==> config.mk <==
export PLATFORM = sky130hd
export DESIGN_NAME = fifo_2p_ram_prefetch
export DESIGN_NICKNAME = d
export VERILOG_FILES = /design/src/rtl/fifo_2p_ram_prefetch.sv
export SDC_FILE = /design/constraint.sdc
export NUM_CORES = 2
export LEC_CHECK = 0
export CELL_PAD_IN_SITES_DETAIL_PLACEMENT = 2
export CELL_PAD_IN_SITES_GLOBAL_PLACEMENT = 2
export CORE_MARGIN = 4
export CORE_UTILIZATION = 45
export DETAILED_ROUTE_END_ITERATION = 10
export HOLD_SLACK_MARGIN = 0.06
export PLACE_DENSITY_LB_ADDON = 0.08
export SYNTH_ARGS = -nofsm -noshare
export SYNTH_HDL_FRONTEND = slang
export SYNTH_SLANG_ARGS = --single-unit
==> constraint.sdc <==
create_clock -name clk -period 4.51 [get_ports clk]
set_input_delay 0.902 -clock clk [delete_from_list [all_inputs] [get_ports clk]]
set_output_delay 0.902 -clock clk [all_outputs]
set_load 0.1 [all_outputs]
==> src/rtl/fifo_2p_ram_prefetch.sv <==
// Deep show-ahead FIFO: inferred 2-port RAM with a LATENCY-stage read pipeline feeding a
// small register prefetch buffer, plus occupancy count, runtime almost flags and sync clear.
module fifo_2p_ram_prefetch #(
   parameter int DATA_WIDTH   = 8,
   parameter int RAM_DEPTH    = 256,
   parameter int LATENCY      = 3,
   parameter int BUFFER_DEPTH = 8,
   localparam int CNT_W       = $clog2(RAM_DEPTH + BUFFER_DEPTH) + 1
) (
   input  logic                  clk,
   input  logic                  reset_n,
   input  logic                  clear,
   input  logic                  wr_valid,
   output logic                  wr_ready,
   input  logic [DATA_WIDTH-1:0] wr_data,
   output logic                  rd_valid,
   input  logic                  rd_ready,
   output logic [DATA_WIDTH-1:0] rd_data,
   input  logic [CNT_W-1:0]      almost_full_thresh,
   input  logic [CNT_W-1:0]      almost_empty_thresh,
   output logic [CNT_W-1:0]      count,
   output logic                  almost_full,
   output logic                  almost_empty
);

   localparam int AW = $clog2(RAM_DEPTH);
   localparam int BW = $clog2(BUFFER_DEPTH);
   localparam int OW = BW + 2;
   localparam logic [CNT_W-1:0] CAP = CNT_W'(RAM_DEPTH + BUFFER_DEPTH);

   // Handshake: a transfer happens on a rising edge where valid & ready are both high
   // (and clear is low); valid never waits on ready, and rd_data holds while stalled.

   logic [DATA_WIDTH-1:0] ram [RAM_DEPTH];
   logic [DATA_WIDTH-1:0] pipe [LATENCY];
   logic [DATA_WIDTH-1:0] buf_mem [BUFFER_DEPTH];
   logic [AW:0]           wr_ptr, rd_ptr;
   logic [BW:0]           buf_wp, buf_rp;
   logic [LATENCY-1:0]    tag;
   logic [OW-1:0]         inflight, occ;
   logic [CNT_W-1:0]      count_next;
   logic                  wr_fire, rd_fire, ram_empty, credit, bypass, ram_wr, issue, buf_exit;

   assign rd_valid  = (buf_wp != buf_rp);
   assign rd_data   = buf_mem[buf_rp[BW-1:0]];
   assign wr_fire   = wr_valid & wr_ready & ~clear;
   assign rd_fire   = rd_valid & rd_ready & ~clear;
   assign ram_empty = (wr_ptr == rd_ptr);
   assign occ       = OW'(buf_wp - buf_rp) + inflight;

   // Buffer slots are reserved at issue time, so a draining read frees one this cycle.
   assign credit   = (occ < OW'(BUFFER_DEPTH)) | rd_fire;
   assign bypass   = wr_fire & ram_empty & (inflight == '0) & credit;
   assign ram_wr   = wr_fire & ~bypass;
   assign issue    = ~ram_empty & credit & ~clear;
   assign buf_exit = tag[LATENCY-1] & ~clear;

   always_comb begin
      count_next = count;
      case ({wr_fire, rd_fire})
         2'b10:   count_next = count + CNT_W'(1);
         2'b01:   count_next = count - CNT_W'(1);
         default: count_next = count;
      endcase
   end

   assign almost_full  = (count >= almost_full_thresh);
   assign almost_empty = (count <= almost_empty_thresh);

   always_ff @(posedge clk or negedge reset_n) begin
      if (!reset_n) begin
         count    <= '0;
         wr_ready <= 1'b0;
         wr_ptr   <= '0;
         rd_ptr   <= '0;
         buf_wp   <= '0;
         buf_rp   <= '0;
         tag      <= '0;
         inflight <= '0;
      end else if (clear) begin
         count    <= '0;
         wr_ready <= 1'b1;
         wr_ptr   <= '0;
         rd_ptr   <= '0;
         buf_wp   <= '0;
         buf_rp   <= '0;
         tag      <= '0;
         inflight <= '0;
      end else begin
         count    <= count_next;
         wr_ready <= (count_next < CAP);
         if (ram_wr) wr_ptr <= wr_ptr + 1'b1;
         if (issue) rd_ptr <= rd_ptr + 1'b1;
         tag[0] <= issue;
         for (int i = 1; i < LATENCY; i++) tag[i] <= tag[i-1];
         inflight <= inflight + OW'(issue) - OW'(buf_exit);
         if (bypass | buf_exit) buf_wp <= buf_wp + 1'b1;
         if (rd_fire) buf_rp <= buf_rp + 1'b1;
      end
   end

   // RAM array and read pipeline carry no reset; the tag bits say what is live.
   always_ff @(posedge clk) begin
      if (ram_wr) ram[wr_ptr[AW-1:0]] <= wr_data;
      if (issue) pipe[0] <= ram[rd_ptr[AW-1:0]];
      for (int i = 1; i < LATENCY; i++) pipe[i] <= pipe[i-1];
   end

   always_ff @(posedge clk) begin
      if (bypass)
         buf_mem[buf_wp[BW-1:0]] <= wr_data;
      else if (buf_exit)
         buf_mem[buf_wp[BW-1:0]] <= pipe[LATENCY-1];
   end

endmodule

==> out/metrics.yaml <==
dp_hpwl_mm: 174
tightest_slew_ps: 1290
syn_inst: 4369
status: "finished, final reports clean"
postRouteAntennaNets: 0
cts_sinks: 2181
cts.reportedPaths.clkPinSlew_ps: 60
crit_buf_inv: 3
period_share: 0.997
nets: 4696
max_slew_margin: 0.136
die_y_um: 447
crit_chain: "inv_1 > fa_1 > inv_1 > ha_1 > and3b_1 > o21a_1 > o211a_1 > o311a_1 > nand2b_4 > nor3_4 > nand2_1 > buf_4 > nor2_1"
wl_per_cell_um: 38.0
fin_ws_ps: 15.5
grt_pass1_wl_mm: 397
worst-path-max-fanout: 16
setup-violations-final: 0
fillers: 16700
vias: 46100
rows: 161
rsz0062_at_grt: "yes"
maxCapViolations: 0
pre_cts_ws_ps: -313
htreeDepth: 4
hp-class: "reg -> reg"
dieWidth_um: 447
drive_gt1_frac: 0.229
clkLatencyLatePin_ps: 890
io_buffers: 54
cp_top_family: "simple AND/OR/NAND/NOR gates"
vdd_drop_max_uv: 336
hold_viol: 0
seq_area_frac_synth: 0.749
worstPathArrival_ps: 4970
cpPeakStageDelay_ps: 660
drt-initial-drc-count: 5129
period_needed_ps: 4490
async_flop_share: 0.0206
synth_ff_type: "edfxtp_1"
dieArea_mm2: 0.200
p_leak_nw: 30.3
io_pins: 55
synth_area_leaders: "edfxtp_1 73%, mux4_2 12%, mux2i_1 3.2%, nor2_1 1.5%, dfrtp_1 1.3%"
cts_tree: "done"
areaGrowthSynthToFinish_pct: 13.2
root_buffer: "clkbuf_16"
synth-seq-cells: 2181
grt_max_degree: 115
clockBufferDepth: 3
synth_nets: 4457
power-per-cell-area_mw_per_mm2: 505
wl_mm: 279
start_util: 0.452
synth.top_cell.area_share: 0.733
fin_util: 0.512
crit_path_end_kind: "flip-flop"
fmax_mhz: 222
grt-ovfl-total: 0
fin_skew_ps: 46.9
path_class: "reg -> reg"
yosys_warnings: 0
syn_avg_cell_area_um2: 19.9
cts_buffers: 225
drt_first_pass_iters: 6
gp_congestion: 0.808
antenna_found_initial: 10
vias_per_cell: 6.29
track_usage: 0.280
grt_pass1_vias: 49500
core_area_mm2: 0.192
yosysTopAreaCell: "edfxtp_1"
worst_path_most_repeated_cell: "inv_1"
drc: 0
startpoint_type: "flip-flop"
netlist_area_mm2: 0.0869
report.final.slew_viol_count: 0
synth_cell_types: 77
synth-edff-count: 2120
critPathSlowestCell: "nor2_1"
worstPathRequired_ps: 4990
-- where the power goes --
| group | switching, mW | internal (mW) |
|---|---|---|
| sequential | 0.162 | 22.4 |
| combinational | 5.42 | 3.44 |
| clock | 8.00 | 10.2 |
-- final cells by class --
| type | count | area, µm² | area share |
|---|---|---|---|
| diodes | 1 | 2.50 | 0.0000254 |
| multi-input cells | 1878 | 20300 | 0.206 |
| repair buffers | 268 | 2600 | 0.0264 |
| well taps | 2526 | 3160 | 0.0321 |
| clock buffers | 302 | 6030 | 0.0613 |
| inverters | 54 | 205 | 0.00209 |
| flip-flops and latches | 2181 | 65100 | 0.662 |
| clock inverters | 116 | 983 | 0.0100 |
-- synthesized netlist by cell type (45+ instances only) --
master       n
buf_6       47
o21ai_0     52
clkbuf_1   111
nor2_1     336
edfxtp_1  2120
mux4_2     444
mux2i_1    280
nand2_1    105
ha_1        50
a22oi_1     46
a21oi_1     64
dfrtp_1     45
a221oi_1    64
buf_2       57
inv_1       49
-- logic make-up (layout without fill, tap and decap cells) --
logic type               count (synthesis)  in the layout  share of synthesized area
buffers and inverters                  310            740                     0.0205
XOR/XNOR                                36             36                    0.00363
AND/OR/NAND/NOR                        638            638                     0.0330
other                                    0              1                          0
flip-flops                            2181           2181                      0.749
adder cells (fa/ha/maj)                 55             55                    0.00835
multiplexers                           753            753                      0.153
AO/OA/AOI/OAI                          396            396                     0.0325
-- registers in the layout, indices dropped and copies added (netlist names) --
name      count
tag           3
buf_mem      64
wr_ready      1
buf_wp        4
pipe         24
count        10
rd_ptr        9
inflight      5
wr_ptr        9
buf_rp        4
ram        2048
-- per-layer routing --
layer  global-route usage  routed length, µm
met2                0.463             137000
met4               0.0792               7960
met1                0.389             115000
met5                    0                 13
met3               0.0406              18600
-- through the flow --
step | setup TNS, ps | instances | hold slack, ps | power (mW) | cell area [µm²]
finish | 0 | 7326 | 328 | 49.7 | 98400
global route | -10720 | 7325 | 343 | 51.2 | 98400
CTS | -128 | 7324 | 329 | 50.0 | 98200
detailed placement | -75530 | 6905 | 315 | 31.9 | 91100
global placement | -42090 | 6905 | 311 | 31.7 | 91100
floorplan | 0 | 4369 | 310 | 28.5 | 86900
-- worst paths after layout --
check | endpoint | slack (ps) | cells after the start | start
worst max register to register | ram[68][0]$_DFFE_PP_ | 20 | 13 | buf_wp[1]$_DFFE_PN0P_
min in group asynchronous | wr_ready$_DFF_PN0_ | 540 | 2 | reset_n
worst min-delay path | pipe[0][18]$_DFF_P_ | 330 | 0 | pipe[0][10]$_DFF_P_
worst max-delay path | ram[68][0]$_DFFE_PP_ | 20 | 13 | buf_wp[1]$_DFFE_PN0P_
worst min register to register | pipe[0][18]$_DFF_P_ | 330 | 0 | pipe[0][10]$_DFF_P_
max in group asynchronous | rd_ptr[3]$_DFFE_PN0P_ | 3120 | 3 | reset_n
-- layout by cell type, fill, tap and decap left out, drive strengths merged, types with 36 or more instances in the layout --
cell	count
clkinv	95
a221oi	64
nand2	105
inv	58
edfxtp	2120
dfrtp	45
mux4	454
a22oi	46
mux2i	280
ha	50
clkbuf	306
o21ai	54
nor2	336
a21oi	64
nand3	40
a211oi	36
buf	230
-- timing repair --
action	CTS	global route
hold buffers	1	0
endpoints found under the hold margin	19	0
setup buffers	0	1
endpoints found under the setup margin	508	765
resized for setup	11	68
-- worst reg2reg max path: stages, from the launching register on --
cell	delay, ps
dfrtp_1	340
inv_1	70
fa_1	540
inv_1	40
ha_1	260
and3b_1	170
o21a_1	200
o211a_1	210
o311a_1	310
nand2b_4	280
nor3_4	550
nand2_1	200
buf_4	300
nor2_1	660
Power figures use the tool's default switching activity.
